### config.mk
export PLATFORM = sky130hd
export DESIGN_NAME = ex_mem_skid_reg_flat
export DESIGN_NICKNAME = d
export VERILOG_FILES = /design/src/rtl/ex_mem_skid_if.sv /design/src/rtl/ex_mem_skid_reg.sv /design/src/flat_wrapper.sv
export SDC_FILE = /design/constraint.sdc
export NUM_CORES = 1
export LEC_CHECK = 0
export CELL_PAD_IN_SITES_DETAIL_PLACEMENT = 1
export CELL_PAD_IN_SITES_GLOBAL_PLACEMENT = 1
export CORE_UTILIZATION = 42
export CTS_CLUSTER_SIZE = 40
export DETAILED_ROUTE_END_ITERATION = 16
export PLACE_DENSITY = 0.87
export RECOVER_POWER = 100
export SLEW_MARGIN = 40
export SYNTH_ARGS = -nofsm -noshare
export SYNTH_HDL_FRONTEND = slang
export SYNTH_SLANG_ARGS = --single-unit
### constraint.sdc
create_clock -name clk -period 5.4 [get_ports clk]
set_input_delay 1.08 -clock clk [delete_from_list [all_inputs] [get_ports clk]]
set_output_delay 1.08 -clock clk [all_outputs]
set_load 0.02 [all_outputs]
### src/rtl/ex_mem_skid_if.sv
// Handshake and payload bundle between the execute stage, the EX/MEM skid
// buffer and the memory stage.
//   slave  : the buffer. It takes in_* and out_ready, and drives in_ready and out_*.
//   master : the surrounding pipeline. It drives in_* and out_ready.
// Valid/ready rule, on both sides: a transfer happens on a rising clock edge
// where valid and ready are both high. Once the producer raises valid, it holds
// valid and the payload steady until that transfer happens. The producer never
// waits for ready before raising valid.
interface ex_mem_skid_if #(
  parameter int DATA_W = 32,
  parameter int RD_W   = 5
);
  logic              in_valid;
  logic              in_ready;
  logic [DATA_W-1:0] in_result;
  logic              in_carryout;
  logic              in_overflow;
  logic [RD_W-1:0]   in_rd;
  logic              in_regwrite;

  logic              out_valid;
  logic              out_ready;
  logic [DATA_W-1:0] out_result;
  logic              out_carryout;
  logic              out_overflow;
  logic              out_zero;
  logic [RD_W-1:0]   out_rd;
  logic              out_regwrite;

  modport slave (
    input  in_valid, in_result, in_carryout, in_overflow, in_rd, in_regwrite,
    output in_ready,
    output out_valid, out_result, out_carryout, out_overflow, out_zero,
    output out_rd, out_regwrite,
    input  out_ready
  );

  modport master (
    output in_valid, in_result, in_carryout, in_overflow, in_rd, in_regwrite,
    input  in_ready,
    input  out_valid, out_result, out_carryout, out_overflow, out_zero,
    input  out_rd, out_regwrite,
    output out_ready
  );
endinterface

### src/rtl/ex_mem_skid_reg.sv
// EX->MEM pipeline boundary: a two-entry skid buffer.
// The head register drives the memory stage. The skid register catches one
// extra entry when the memory stage stalls.
// Ports:
//   clk, rst_n : rising-edge clock; asynchronous active-low reset
//   flush      : synchronous flush. It drops every held entry and overrides
//                all handshakes in the same cycle.
//   bus        : in_* / out_* valid-ready bundle (ex_mem_skid_if.slave)
//   occupancy  : entries held (0..2). This is the raw FSM state encoding.
//   flush_cnt  : saturating count of valid entries discarded by flush
module ex_mem_skid_reg #(
  parameter int DATA_W = 32,
  parameter int RD_W   = 5,
  parameter int FCNT_W = 8
) (
  input  logic              clk,
  input  logic              rst_n,
  input  logic              flush,
  ex_mem_skid_if.slave      bus,
  output logic [1:0]        occupancy,
  output logic [FCNT_W-1:0] flush_cnt
);

  typedef enum logic [1:0] {
    EMPTY = 2'd0,
    ONE   = 2'd1,
    TWO   = 2'd2
  } state_t;

  typedef struct packed {
    logic [DATA_W-1:0] result;
    logic              carryout;
    logic              overflow;
    logic              zero;
    logic [RD_W-1:0]   rd;
    logic              regwrite;
  } entry_t;

  state_t state;
  entry_t head;
  entry_t skid;
  entry_t in_ent;

  logic in_fire;
  logic out_fire;
  logic [FCNT_W:0] fsum;

  // The zero flag is computed here, at capture, and stored with the entry.
  // That keeps out_zero a flop output with no in->out combinational path.
  always_comb begin
    in_ent.result   = bus.in_result;
    in_ent.carryout = bus.in_carryout;
    in_ent.overflow = bus.in_overflow;
    in_ent.zero     = (bus.in_result == '0);
    in_ent.rd       = bus.in_rd;
    in_ent.regwrite = bus.in_regwrite;
  end

  // Both handshake outputs decode from state flops only.
  assign bus.in_ready  = (state != TWO);
  assign bus.out_valid = (state != EMPTY);
  assign occupancy     = state;

  assign in_fire  = bus.in_valid & bus.in_ready;
  assign out_fire = bus.out_valid & bus.out_ready;

  // The extra top bit catches carry-out, so the counter clamps instead of wrapping.
  assign fsum = {1'b0, flush_cnt} + {{(FCNT_W-1){1'b0}}, state};

  always_ff @(posedge clk or negedge rst_n) begin
    if (!rst_n) begin
      state     <= EMPTY;
      head      <= '0;
      skid      <= '0;
      flush_cnt <= '0;
    end else if (flush) begin
      state     <= EMPTY;
      head      <= '0;
      skid      <= '0;
      flush_cnt <= fsum[FCNT_W] ? {FCNT_W{1'b1}} : fsum[FCNT_W-1:0];
    end else begin
      case (state)
        EMPTY: begin
          if (in_fire) begin
            head  <= in_ent;
            state <= ONE;
          end
        end
        ONE: begin
          if (in_fire && out_fire) begin
            head <= in_ent;
          end else if (in_fire) begin
            skid  <= in_ent;
            state <= TWO;
          end else if (out_fire) begin
            state <= EMPTY;
          end
        end
        TWO: begin
          // in_ready is low here, so only the drain side can move.
          if (out_fire) begin
            head  <= skid;
            state <= ONE;
          end
        end
        default: state <= EMPTY;
      endcase
    end
  end

  assign bus.out_result   = head.result;
  assign bus.out_carryout = head.carryout;
  assign bus.out_overflow = head.overflow;
  assign bus.out_zero     = head.zero;
  assign bus.out_rd       = head.rd;
  assign bus.out_regwrite = head.regwrite;

endmodule
### src/flat_wrapper.sv
// flat-port wrapper written by rule: the top's interface ports become plain ports
module ex_mem_skid_reg_flat 
#(
  parameter int DATA_W = 32,
  parameter int RD_W   = 5,
  parameter int FCNT_W = 8
)
  (clk, rst_n, flush, occupancy, flush_cnt, bus_in_valid, bus_in_result, bus_in_carryout, bus_in_overflow, bus_in_rd, bus_in_regwrite, bus_in_ready, bus_out_valid, bus_out_result, bus_out_carryout, bus_out_overflow, bus_out_zero, bus_out_rd, bus_out_regwrite, bus_out_ready);
  ex_mem_skid_if #(.DATA_W(DATA_W), .RD_W(RD_W)) bus_i ();
  input  logic clk;
  input  logic rst_n;
  input  logic flush;
  output logic [1:0] occupancy;
  output logic [FCNT_W-1:0] flush_cnt;
  input wire logic [$bits(bus_i.in_valid)-1:0] bus_in_valid;
  input wire logic [$bits(bus_i.in_result)-1:0] bus_in_result;
  input wire logic [$bits(bus_i.in_carryout)-1:0] bus_in_carryout;
  input wire logic [$bits(bus_i.in_overflow)-1:0] bus_in_overflow;
  input wire logic [$bits(bus_i.in_rd)-1:0] bus_in_rd;
  input wire logic [$bits(bus_i.in_regwrite)-1:0] bus_in_regwrite;
  output wire logic [$bits(bus_i.in_ready)-1:0] bus_in_ready;
  output wire logic [$bits(bus_i.out_valid)-1:0] bus_out_valid;
  output wire logic [$bits(bus_i.out_result)-1:0] bus_out_result;
  output wire logic [$bits(bus_i.out_carryout)-1:0] bus_out_carryout;
  output wire logic [$bits(bus_i.out_overflow)-1:0] bus_out_overflow;
  output wire logic [$bits(bus_i.out_zero)-1:0] bus_out_zero;
  output wire logic [$bits(bus_i.out_rd)-1:0] bus_out_rd;
  output wire logic [$bits(bus_i.out_regwrite)-1:0] bus_out_regwrite;
  input wire logic [$bits(bus_i.out_ready)-1:0] bus_out_ready;
  assign bus_i.in_valid = bus_in_valid;
  assign bus_i.in_result = bus_in_result;
  assign bus_i.in_carryout = bus_in_carryout;
  assign bus_i.in_overflow = bus_in_overflow;
  assign bus_i.in_rd = bus_in_rd;
  assign bus_i.in_regwrite = bus_in_regwrite;
  assign bus_in_ready = bus_i.in_ready;
  assign bus_out_valid = bus_i.out_valid;
  assign bus_out_result = bus_i.out_result;
  assign bus_out_carryout = bus_i.out_carryout;
  assign bus_out_overflow = bus_i.out_overflow;
  assign bus_out_zero = bus_i.out_zero;
  assign bus_out_rd = bus_i.out_rd;
  assign bus_out_regwrite = bus_i.out_regwrite;
  assign bus_i.out_ready = bus_out_ready;
  ex_mem_skid_reg #(.DATA_W(DATA_W), .RD_W(RD_W), .FCNT_W(FCNT_W)) u_core (.clk(clk), .rst_n(rst_n), .flush(flush), .bus(bus_i), .occupancy(occupancy), .flush_cnt(flush_cnt));
endmodule
**After elaboration in Yosys (flattened, before gate mapping)**

Cells that the tools add are included.

- Bits in registers: 92
- Input bits: 45

- Add/sub/neg operators: 1
- Equality and inequality tests: 9
- Multiplexer cells: 16
- Bitwise gates (word level): 2
- Reductions and logical operators: 10

Operators by type and width:

| kind | count |
|---|---|
| 41-bit two-way mux | 7 |
| 41-bit case mux with 3 select lines | 1 |
| 32-bit logical NOT | 1 |
| 2-bit two-way mux | 6 |
| 8-bit by 2-bit adder with 9-bit output | 1 |
| 3-bit by 2-bit != test with 1-bit output (second input constant) | 3 |
| 8-bit two-way mux | 1 |
| 4-bit AND reduction | 2 |
| 2-bit case mux with 3 select lines | 1 |
| 2-bit nonzero test | 3 |
| 2-bit != test (second input constant) | 2 |
| 4-bit by 2-bit != test with 1-bit output (second input constant) | 1 |
| 4-bit nonzero test | 1 |
| 3-bit != test (second input constant) | 1 |
| 3-bit AND reduction | 1 |
| 1-bit AND | 2 |
| 2-bit by 1-bit == test with 1-bit output (second input constant) | 1 |
| 2-bit == test (second input constant) | 1 |
| 2-bit logical NOT | 1 |
| 1-bit logical AND | 1 |

**Logic depth before layout (Yosys ltp)**

Gate-level depths: netlist (run 1).

- Depth after elaboration: 7
- Gate-level depth with buffers: 9
- Gate-level depth less buffers: 7

**Worst setup path after synthesis (run 1)**

OpenSTA, ideal clock, no wires.

- Path type: input to register
- Start: in flush
- End: reg u_core.head (netlist bit u_core.bus.out_carryout)
- Setup time: 0.127 ns
- Data arrival time: 2.311 ns
- Required time: 5.273 ns
- Setup slack: 2.962 ns
- Cell stages on the path: 6
- Path buffers: 2
- Path through: clkbuf_1 inv_1 o21ai_1 a2bb2oi_4 buf_6 mux2_1

- Longest elaborated chain between the ends: 2
- Elaborated cells between the ends (all ways): 6
- Those cells by class: eq/ne: 3; mux: 1; reduce/logical: 2

RTL lines:

| what | RTL line | text |
|---|---|---|
| start, declared | flat_wrapper.sv:12 | `input logic flush;` |
| 3-bit by 2-bit != test with 1-bit output (no line) or 4-bit nonzero test (tied branches) | -- |  |
| 4-bit AND reduction (no line) | -- |  |
| end signal, assigned | ex_mem_skid_reg.sv:85 | `head <= in_ent;` |
| end signal, assigned | ex_mem_skid_reg.sv:91 | `head <= in_ent;` |
| end signal, assigned | ex_mem_skid_reg.sv:102 | `head <= skid;` |
| end, declared | ex_mem_skid_reg.sv:40 | `entry_t head;` |

Parallel ways exist; a longest one is shown, timed or not.
A chain may end at the register's enable or synchronous reset.

**Final worst setup path (run 1)**

- Start: in bus_in_valid
- End: reg u_core.head (netlist bit u_core.bus.out_result[29])

- Longest elaborated chain between the ends: 4
- Elaborated cells between the ends (all ways): 5
- Those cells by class: eq/ne: 2; bitwise: 1; reduce/logical: 2

RTL lines:

| what | RTL line | text |
|---|---|---|
| start, declared | flat_wrapper.sv:15 | `input wire logic [$bits(bus_i.in_valid)-1:0] bus_in_valid;` |
| 1-bit AND * | ex_mem_skid_reg.sv:64 | `assign in_fire = bus.in_valid & bus.in_ready;` |
| 1-bit logical AND | ex_mem_skid_reg.sv:90 | `if (in_fire && out_fire) begin` |
| 3-bit by 2-bit != test with 1-bit output (no line) | -- |  |
| 4-bit AND reduction (no line) * | -- |  |

Mark *: on every way between the ends. The rest lies on a longest branch, timed or not.

==> results of run 1 <==
## worst max-delay path, delay by kind of cell
kind,cells,cell delay (ns)
mux,1,0.38
compound gates,2,1.47
buf+inv,2,1.20
simple gates,1,0.12
## area by class of cell
| cell class | count | share of cell area |
|---|---|---|
| repair buffers | 104 | 0.172 |
| clock inverters | 3 | 0.0117 |
| clock buffers | 13 | 0.0291 |
| flip-flops and latches | 92 | 0.397 |
| well taps | 136 | 0.0293 |
| inverters | 9 | 0.00583 |
| multi-input cells | 318 | 0.355 |
## power groups by stage
stage / combinational (mW) / clock (mW) / sequential (mW)
final: 0.767 / 0.538 / 0.902
after global routing: 0.837 / 0.572 / 0.923
after CTS: 0.838 / 0.548 / 0.910
after global placement: 0.796 / 0 / 0.911
after floorplan: 0.358 / 0 / 1.02
after detailed placement: 0.831 / 0 / 0.920
## Yosys cell counts (all sizes together) (2+ instances only)
cell type / count
inv: 9
nor2b: 4
a21oi: 45
dfrtp: 92
nand2: 90
nand2b: 3
mux2i: 41
nor2: 45
o21ai: 2
nand3: 3
nand4: 4
mux2: 41
nor4: 8
a31oi: 2
xnor2: 3
clkbuf: 17
buf: 11
ha: 7
## flip-flops by register name, indices dropped and copies added, names as in the netlist
register and flops:
u_core.skid 41, u_core.bus.out_overflow 1, u_core.occupancy 2, u_core.bus.out_result 32, u_core.bus.out_zero 1, u_core.bus.out_rd 5, u_core.bus.out_carryout 1, u_core.flush_cnt 8
u_core.bus.out_regwrite 1
## placed cells by master, fill, tap and decap left out, types with 2 or more instances in the layout
cell / count
sky130_fd_sc_hd__a31oi_1: 2
sky130_fd_sc_hd__clkbuf_8: 12
sky130_fd_sc_hd__nor2b_1: 4
sky130_fd_sc_hd__xnor2_1: 3
sky130_fd_sc_hd__a21oi_1: 45
sky130_fd_sc_hd__nand3_1: 3
sky130_fd_sc_hd__nor4_1: 8
sky130_fd_sc_hd__nand4_1: 4
sky130_fd_sc_hd__ha_1: 6
sky130_fd_sc_hd__clkbuf_1: 7
sky130_fd_sc_hd__mux2i_1: 41
sky130_fd_sc_hd__dlygate4sd3_1: 54
sky130_fd_sc_hd__clkdlybuf4s50_1: 41
sky130_fd_sc_hd__dfrtp_1: 92
sky130_fd_sc_hd__mux2_1: 41
sky130_fd_sc_hd__bufinv_16: 2
sky130_fd_sc_hd__nor2_1: 45
sky130_fd_sc_hd__nand2b_1: 3
sky130_fd_sc_hd__inv_1: 9
sky130_fd_sc_hd__nand2_1: 90
## metal layers
metal / routed length [um] / part of all wire / vias to the layer above / global-route usage
met2: 6350 / 0.52 / 79 / 0.413
met5: 0 / 0 / - / 0
met4: 209 / 0.017 / 0 / 0.0685
met3: 352 / 0.029 / 16 / 0.0258
met1: 5200 / 0.43 / 1829 / 0.296
li1: - / - / 1688 / -
## how the worst max path moves through the flow
stage / start / end / slack [ns] / cells past startpoint
finish: bus_in_valid / u_core.bus.out_result[29] / 1.38 / 6
global route: bus_in_valid / u_core.bus.out_result[30] / 1.09 / 6
detailed placement: bus_in_valid / u_core.bus.out_result[30] / 1.90 / 6
floorplan: flush / u_core.bus.out_carryout / 2.96 / 6
global placement: u_core.occupancy[0] / bus_in_ready / 1.92 / 4
CTS: u_core.occupancy[0] / bus_in_ready / 1.87 / 4
## cell families after synthesis
logic type,after synthesis
AOI/OAI and AO/OA,60
and+or+nand+nor,165
adders and majority gates,8
muxes,82
DFF,92
buffers and inverters,37
xor gates and xnor gates,3
## through the flow
| step | instance area (um2) | hold slack [ns] | utilization |
|---|---|---|---|
| after floorplan | 4560 | 0.501 | - |
| after global placement | 5590 | 0.470 | 0.537 |
| after detailed placement | 5630 | 0.475 | 0.540 |
| after CTS | 5860 | 0.499 | 0.563 |
| after global routing | 5800 | 0.515 | 0.557 |
| final | 5800 | 0.483 | 0.557 |
==> results.txt, run 1 <==
----------------------------------------------------
[Route]
  Via count normalized by instance count ... 5.35
  1st-iter DRT viols ... 114
  Final routed wirelength across all metal layers ... 12100 um
  Remaining antenna violation count after routing ... 0
  Vias ... 3612
  DR DRC count ... 0
  Detailed-routing iteration count for the pre-antenna-repair pass ... 4
  Routed wire per std cell ... 17.9 um

[Floorplan]
  Total die area ... 11300 um2
  Row Count ... 37
  Die width ... 106 um
  Standard cell core area ... 10400 um2
  Num ports ... 98
  Effective utilization at floorplan ... 0.437
  Die Y-Extent ... 106 um

[Flow run]
  Max-capacitance violation count ... 3

[Timing]
  Slew margin rel. ... -0.199
  Pins Over Slew Limit ... 111
  Final setup TNS ... 0 ns
  Share of the clock period used by the worst path ... 0.745
  Transition time of the tightest slew-check pin ... 1.80 ns
  Final hold violations ... 0
  Unrepaired setup endpoints after global routing ... false
  Final setup slack of the worst path ... 1.38 ns
  Clock Skews ... 0.00851 ns
  Final Critical Period ... 4.02 ns
  Max frequency ... 248 MHz
  Final-report setup violation count ... 0

[Layout]
  Filler instances ... 1160
  Seq. cell area ... 2300 um2
  Layout cell share with drive strength beyond 1 ... 0.0353
  Area of the multi-input gates ... 2060 um2
  Area growth syn-to-layout ... 27.3%
  Nets@finish ... 587
  Final cell count without fillers ... 675
  Diode insertion count for antenna repair ... 0

[CTS]
  Number of gates resized after CTS ... 0
  Clock latency reported for the late side of the worst-skew pair ... 0.35 ns
  Clock tree from TritonCTS ... built
  CTS Hold Bufs ... 0
  Number of clock sinks seen by CTS ... 92
  Clock Root Buffer ... sky130_fd_sc_hd__clkbuf_8
  Number of buffers on the longest clock path ... 2
  Number of buffers added by the clock tree synthesis step ... 9
  Worst-path clk slew ... 0.09 ns
  H-tree Lvls ... 3
  Post-CTS setup repair buffer count ... 0

[Power]
  Reported net switching power ... 759 uW
  Leakage ... 2.54 nW
  Power Total ... 2.21 mW
  Sequential power share ... 0.409
  Int Pwr ... 1.45 mW
  Max VDD drop ... 0.000157 V
  Power share of the clock group ... 0.244
  Switching part of the total power ... 0.344
  Power density over the cells ... 381 nW/um2
  Part of the power in combinational logic ... 0.347

[Logic synthesis]
  Post-synthesis adder-cell area fraction ... 0.0236
  Combinational family with the most area after synthesis ... multiplexers
  Count of synthesis-stage warnings from yosys ... 0
  Mux contribution to synthesized area ... 0.191
  Compound-gate portion of the synthesized area ... 0.0818
  Post-synthesis sequential element count ... 92
  Number of distinct library cell variants in the gate-level netlist after synthesis ... 42
  Commonest register cell after synthesis ... sky130_fd_sc_hd__dfrtp_1
  Syn nets ... 500
  Largest area contributor in the synthesized netlist ... sky130_fd_sc_hd__dfrtp_1
  Post-Synth Simple-Gate Area ... 0.153
  Post-synth EDFFs ... 0
  Gate count of the mapped netlist ... 447
  Synthesized-area fraction occupied by xor and xnor cells ... 0.00577
  Post-synthesis instance area ... 4560 um2
  Ranking of synthesized cells by area ... sky130_fd_sc_hd__dfrtp_1, sky130_fd_sc_hd__mux2_1, sky130_fd_sc_hd__mux2i_1
  Mean post-synth cell area ... 10.2 um2
  Portion of the post-synthesis area used by sequential elements ... 0.505
  Share of async-settable or async-resettable flops after synthesis ... 1.00
  Area fraction of the dominant cell type after synthesis ... 0.505

[Critical path]
  Start of the worst register-to-register path ... u_core.occupancy[0]
  Maximum net fanout on the critical path ... 27
  Start-to-end type of the worst setup path ... input pin to register
  CP Data Arrival Time ... 4.26 ns
  Capture point of the worst reg-to-reg path ... u_core.bus.out_result[29]
  Master of the slowest instance on the critical path ... sky130_fd_sc_hd__a2bb2oi_1
  Startpoint class of the critical path ... input pin
  CP Capture Type ... register
  Data required time of the critical path ... 5.63 ns
  Register-to-register setup slack ... 1.60 ns
  Ordered list of cells on the worst path ... dlygate4sd3_1 -> nand3b_1 -> a31oi_1 -> a2bb2oi_1 -> buf_4 -> mux2_1
  Largest stage delay, worst path ... 1.22 ns
  Register-to-Register Path Depth ... 7

[Status]
  Violations in the final reports ... capacitance limit, slew limit
  Run status ... finished with violations

[Worst hold path]
  Endpoint of the worst hold path ... u_core.bus.out_result[24]
  Hold-critical path depth ... 1
  Kind of path behind the tightest hold check ... register to register
  Launch point of the worst hold path ... u_core.bus.out_result[24]

[GRT]
  GRT Residual Overflow ... 0
  Antenna violations before repair ... 0
  Total Routing Usage GR ... 0.232
  Number of global-route vias before repair ... 3988
  Pin count of the biggest net entering global routing ... 90
  First-pass GRT wire length ... 20500 um

[Placement]
  Post-placement setup slack ... 1.90 ns
  Detailed Place HPWL ... 8390 um
  RD Place Congestion ... 0.806
  Number of I/O port buffers ... 97
  Number of cells in the design after placement ... 658

----------------------------------------------------
Note: power is estimated with default switching activity, not from simulation.
==> run 2: changes to the inputs <==
--- a/config.mk
+++ b/config.mk
@@ -7,10 +7,10 @@
 export LEC_CHECK = 0
 export CELL_PAD_IN_SITES_DETAIL_PLACEMENT = 1
 export CELL_PAD_IN_SITES_GLOBAL_PLACEMENT = 1
-export CORE_UTILIZATION = 42
+export CORE_UTILIZATION = 35
 export CTS_CLUSTER_SIZE = 40
 export DETAILED_ROUTE_END_ITERATION = 16
-export PLACE_DENSITY = 0.87
+export PLACE_DENSITY = 0.78
 export RECOVER_POWER = 100
 export SLEW_MARGIN = 40
 export SYNTH_ARGS = -nofsm -noshare
==> constraint.sdc (replaced) <==
create_clock -name clk -period 3.65 [get_ports clk]
set_input_delay 0.73 -clock clk [delete_from_list [all_inputs] [get_ports clk]]
set_output_delay 0.73 -clock clk [all_outputs]
set_load 0.02 [all_outputs]
==> run 2 against run 1 <==
Against the previous run: the run still ends with capacitance limit, slew limit left; worst setup slack lost 0.76 ns; critical path depth grew 1; core utilization shrank 8.7 points; global-route usage shrank 4.1 points; critical endpoint is now u_core.bus.out_result[1]; largest power group unchanged.
==> results.txt, run 2 (synthesized netlist as in run 1, its figures left out) <==
----------------------------------------------------
[Route]
  Vias ... 3623
  Remaining antenna violation count after routing ... 0
  Detailed-routing iteration count for the pre-antenna-repair pass ... 4
  Routed wire per std cell ... 16.7 um
  1st-iter DRT viols ... 135
  DR DRC count ... 0
  Final routed wirelength across all metal layers ... 11900 um
  Via count normalized by instance count ... 5.10

[Timing]
  Unrepaired setup endpoints after global routing ... false
  Worst-case hold slack ... 0.483 ns
  Max frequency ... 329 MHz
  Final setup TNS ... 0 ns
  Final hold violations ... 0
  Final Critical Period ... 3.04 ns
  Clock Skews ... 0.00224 ns
  Final-report setup violation count ... 0
  Transition time of the tightest slew-check pin ... 2.15 ns
  Slew margin rel. ... -0.436
  Pins Over Slew Limit ... 176
  Share of the clock period used by the worst path ... 0.832

[Floorplan]
  Standard cell core area ... 12700 um2
  Effective utilization at floorplan ... 0.360
  Row Count ... 41
  Total die area ... 13500 um2
  Num ports ... 98
  Die Y-Extent ... 116 um
  Die width ... 116 um

[CTS]
  Number of buffers on the longest clock path ... 2
  Number of gates resized after CTS ... 0
  Post-CTS setup repair buffer count ... 0
  Worst-path clk slew ... 0.06 ns
  Clock latency reported for the late side of the worst-skew pair ... 0.33 ns
  H-tree Lvls ... 3
  Clock tree from TritonCTS ... built
  Number of clock sinks seen by CTS ... 92
  CTS Hold Bufs ... 0
  Clock Root Buffer ... sky130_fd_sc_hd__clkbuf_16
  Number of buffers added by the clock tree synthesis step ... 9

[Power]
  Power Total ... 3.51 mW
  Leakage ... 2.60 nW
  Power density over the cells ... 591 nW/um2
  Max VDD drop ... 0.000236 V

[Layout]
  Most frequent cells in the layout ... sky130_fd_sc_hd__dfrtp_1, sky130_fd_sc_hd__nand2_1, sky130_fd_sc_hd__dlygate4sd3_1, sky130_fd_sc_hd__a21oi_1, sky130_fd_sc_hd__nor2_1
  Area growth syn-to-layout ... 30.6%
  Layout cell share with drive strength beyond 1 ... 0.0427
  Biggest register ... u_core.skid
  Most common library cell in the layout ignoring fill and taps ... sky130_fd_sc_hd__dfrtp_1
  Final cell count without fillers ... 711
  Final Core Density ... 0.470
  Nets@finish ... 587
  Diode insertion count for antenna repair ... 0
  Flip-flop count of the largest register, all copies and words added ... 41

[Critical path]
  Startpoint class of the critical path ... register
  Ordered list of cells on the worst path ... inv_1 -> ha_1 -> or2_1 -> a31oi_1 -> a2bb2oi_4 -> clkbuf_2 -> mux2_1
  Start-to-end type of the worst setup path ... register to register
  Maximum net fanout on the critical path ... 41
  CP Data Arrival Time ... 3.25 ns
  Data required time of the critical path ... 3.86 ns
  CP Capture Type ... register
  Master of the slowest instance on the critical path ... sky130_fd_sc_hd__clkbuf_2
  Largest stage delay, worst path ... 0.83 ns

[GRT]
  Total Routing Usage GR ... 0.191
  GRT Residual Overflow ... 0
  Pin count of the biggest net entering global routing ... 90
  First-pass GRT wire length ... 19700 um
  Number of global-route vias before repair ... 3962
  Antenna violations before repair ... 0

[Status]
  Run status ... finished with violations
  Violations in the final reports ... capacitance limit, slew limit

[Placement]
  Detailed Place HPWL ... 8120 um
  Number of I/O port buffers ... 97
  Number of cells in the design after placement ... 695
  RD Place Congestion ... 0.814

[Worst hold path]
  Kind of path behind the tightest hold check ... register to register

[Flow run]
  Max-capacitance violation count ... 2

----------------------------------------------------
[run 2: routing by layer]
metal,vias up,track usage,routed length (um),share of wire
li1,1682,-,-,-
met5,-,0,0,0
met2,82,0.327,5900,0.50
met1,1841,0.247,5370,0.45
met3,18,0.0272,395,0.033
met4,0,0.0675,216,0.018
[run 2: power breakdown]
part,leakage (nW),internal (mW),switching [mW]
sequential,1.22,1.21,0.127
combinational,1.21,0.498,0.634
clock,0.163,0.668,0.377
[run 2: layout make-up]
cell class | instances | area [um2]
clock buffer | 11 | 233
clock inverter | 5 | 100
fill | 1431 | 6720
inverter | 9 | 33.8
multi-input combinational | 318 | 2070
sequential | 92 | 2300
tap | 172 | 215
timing repair buffer | 104 | 998
[run 2: stage by stage]
stage | worst slack, ns | instance area, um2
after floorplan | 1.39 | 4560
after global placement | 0.829 | 5660
after detailed placement | 0.748 | 5660
after CTS | 0.910 | 5990
after global routing | 0.418 | 5950
final | 0.614 | 5950
[run 2: final timing paths]
kind / start / to / slack (ns) / depth (start not counted)
setup / recovery: u_core.occupancy[1] / u_core.bus.out_result[1] / 0.61 / 7
hold / removal: u_core.bus.out_result[8] / u_core.bus.out_result[8] / 0.48 / 1
setup reg to reg: u_core.occupancy[1] / u_core.bus.out_result[1] / 0.61 / 7
hold reg to reg: u_core.bus.out_result[8] / u_core.bus.out_result[8] / 0.48 / 1
max in group asynchronous: rst_n / u_core.bus.out_result[30] / 1.36 / 1
min in group asynchronous: rst_n / u_core.bus.out_result[4] / 0.98 / 1
[run 2: worst max-delay path, delay by kind of cell, from the launching register on]
kind | cells | cell delay (ns)
and+or+nand+nor | 1 | 0.24
DFF | 1 | 0.48
AOI/OAI and AO/OA | 2 | 0.52
buffers and inverters | 2 | 1.00
muxes | 1 | 0.40
adders and majority gates | 1 | 0.28
==> run 3: changes to the inputs <==
--- a/config.mk
+++ b/config.mk
@@ -7,10 +7,10 @@
 export LEC_CHECK = 0
 export CELL_PAD_IN_SITES_DETAIL_PLACEMENT = 1
 export CELL_PAD_IN_SITES_GLOBAL_PLACEMENT = 1
-export CORE_UTILIZATION = 35
+export CORE_UTILIZATION = 39
 export CTS_CLUSTER_SIZE = 40
 export DETAILED_ROUTE_END_ITERATION = 16
-export PLACE_DENSITY = 0.78
+export PLACE_DENSITY = 0.82
 export RECOVER_POWER = 100
 export SLEW_MARGIN = 40
 export SYNTH_ARGS = -nofsm -noshare
==> constraint.sdc (replaced) <==
create_clock -name clk -period 2.9 [get_ports clk]
set_input_delay 0.58 -clock clk [delete_from_list [all_inputs] [get_ports clk]]
set_output_delay 0.58 -clock clk [all_outputs]
set_load 0.02 [all_outputs]
==> run 3 against run 2 <==
Against the previous run: flip-flop and latch count stayed put; largest power group unchanged; first-iteration DRC count grew 18%; final cell count decreased by 3.5%; clock power increased by 15%; non-clock buffer count is 4 higher; register-to-register slack got worse by 0.25 ns; critical path type is now register to output pin; clock-buffer cell count down 1; the flow still finishes with violations (capacitance limit, slew limit).
==> results.txt, run 3 (synthesized netlist as in run 1, its figures left out) <==
----------------------------------------------------
[Status]
  Run status ... finished with violations
  Violations in the final reports ... capacitance limit, slew limit

[Timing]
  Max frequency ... 379 MHz
  Worst-case hold slack ... 0.487 ns
  Final Critical Period ... 2.64 ns
  Clock Skews ... 0.00800 ns
  Final-report setup violation count ... 0
  Transition time of the tightest slew-check pin ... 1.77 ns
  Pins Over Slew Limit ... 71
  Unrepaired setup endpoints after global routing ... false
  Final setup TNS ... 0 ns
  Share of the clock period used by the worst path ... 0.909
  Final setup slack of the worst path ... 0.264 ns
  Final hold violations ... 0
  Slew margin rel. ... -0.180

[Critical path]
  Start of the worst register-to-register path ... u_core.occupancy[1]
  Maximum net fanout on the critical path ... 7
  CP Data Arrival Time ... 2.06 ns
  Critical Path Start ... u_core.occupancy[1]
  CP Capture Type ... output pin
  Data required time of the critical path ... 2.32 ns
  Startpoint class of the critical path ... register
  Start-to-end type of the worst setup path ... register to output pin

[Placement]
  Post-placement setup slack ... 0.356 ns
  RD Place Congestion ... 0.781
  Number of I/O port buffers ... 97
  Detailed Place HPWL ... 8190 um

[CTS]
  Number of buffers on the longest clock path ... 2
  CTS Hold Bufs ... 0
  Clock latency reported for the late side of the worst-skew pair ... 0.34 ns
  Worst-path clk slew ... 0.07 ns
  Number of buffers added by the clock tree synthesis step ... 9
  H-tree Lvls ... 3
  Number of clock sinks seen by CTS ... 92
  Clock tree from TritonCTS ... built
  Number of gates resized after CTS ... 0
  Clock Root Buffer ... sky130_fd_sc_hd__clkbuf_16
  Post-CTS setup repair buffer count ... 0

[Floorplan]
  Die width ... 110 um
  Row Count ... 39
  Effective utilization at floorplan ... 0.399
  Total die area ... 12100 um2
  Die Y-Extent ... 110 um
  Num ports ... 98
  Standard cell core area ... 11400 um2

[Power]
  Leakage ... 2.60 nW
  Power density over the cells ... 731 nW/um2
  Max VDD drop ... 0.000378 V
  Power Total ... 4.34 mW

[GRT]
  GRT Residual Overflow ... 0
  First-pass GRT wire length ... 19500 um
  GRT met2 Usage ... 0.367
  Number of global-route vias before repair ... 3898
  Routing usage on met3 ... 0.0223
  Met1 capacity usage during global routing ... 0.274
  Most heavily used metal layer in global routing ... met2
  Antenna violations before repair ... 0
  Pin count of the biggest net entering global routing ... 88
  Total Routing Usage GR ... 0.210

[Route]
  1st-iter DRT viols ... 159
  Remaining antenna violation count after routing ... 0
  Vias ... 3652
  Final routed wirelength across all metal layers ... 11900 um
  DR DRC count ... 0
  Routed wire per std cell ... 17.4 um
  Detailed-routing iteration count for the pre-antenna-repair pass ... 4
  Via count normalized by instance count ... 5.32

[Layout]
  Area growth syn-to-layout ... 30.4%
  Biggest register ... u_core.skid
  Final Core Density ... 0.520
  Layout cell share with drive strength beyond 1 ... 0.0534
  Seq. cell area ... 2300 um2
  Nets@finish ... 591
  Most common library cell in the layout ignoring fill and taps ... sky130_fd_sc_hd__dfrtp_1
  Filler instances ... 1264
  Most frequent cells in the layout ... sky130_fd_sc_hd__dfrtp_1, sky130_fd_sc_hd__nand2_1, sky130_fd_sc_hd__dlygate4sd3_1, sky130_fd_sc_hd__a21oi_1, sky130_fd_sc_hd__nor2_1
  Flip-flop count of the largest register, all copies and words added ... 41
  Diode insertion count for antenna repair ... 0
  Area of the multi-input gates ... 2070 um2

[Flow run]
  Max-capacitance violation count ... 1

[Worst hold path]
  Kind of path behind the tightest hold check ... register to register
  Launch point of the worst hold path ... u_core.bus.out_result[16]

----------------------------------------------------
-- run 3: cell types whose count changed in the layout (fill, tap and decap cells not counted), moves of 2 or more --
cell and change:
sky130_fd_sc_hd__clkbuf_2 -2, sky130_fd_sc_hd__clkinv_4 +2, sky130_fd_sc_hd__bufinv_16 -2, sky130_fd_sc_hd__clkinv_2 -2
sky130_fd_sc_hd__buf_4 +4, sky130_fd_sc_hd__clkinvlp_4 +2
-- run 3: cell type report --
class                           count  share of cell area
Multi-Input combinational cell    318               0.349
Clock buffer                       10              0.0385
Inverter                            9             0.00569
Timing Repair Buffer              108               0.177
Tap cell                          143              0.0301
Sequential cell                    92               0.388
Clock inverter                      6              0.0124
-- run 3: routing by layer --
layer,vias up,part of all wire
met3,9,0.025
met5,-,0
met1,1874,0.45
met2,69,0.51
li1,1700,-
met4,0,0.011
-- run 3: critical path, cell delays in order, from the launching register on --
cell	delay, ns
sky130_fd_sc_hd__dfrtp_1	0.45
sky130_fd_sc_hd__inv_1	0.18
sky130_fd_sc_hd__ha_1	0.35
sky130_fd_sc_hd__inv_1	0.07
sky130_fd_sc_hd__dlygate4sd3_1	0.65
-- run 3: through the flow --
stage / cells / cell area, um2
finish: 686 / 5940
global route: 686 / 5940
CTS: 686 / 5970
detailed placement: 670 / 5670
global placement: 670 / 5660
floorplan: 447 / 4560
-- run 3: path summary, 6_finish.rpt --
check | endpoint | slack, ns | depth (start not counted)
max | bus_out_valid | 0.26 | 4
min | u_core.bus.out_result[16] | 0.49 | 1
max reg2reg | u_core.skid[22] | 0.36 | 7
min reg2reg | u_core.bus.out_result[16] | 0.49 | 1
max in group asynchronous | u_core.bus.out_result[30] | 0.73 | 2
min in group asynchronous | u_core.bus.out_result[3] | 0.70 | 1
-- run 3: report_power, final --
group	internal (mW)	total, mW	switching, mW
registers	1.52	1.68	0.158
clock network	0.678	1.20	0.524
logic	0.650	1.46	0.811
total	2.85	4.34	1.49
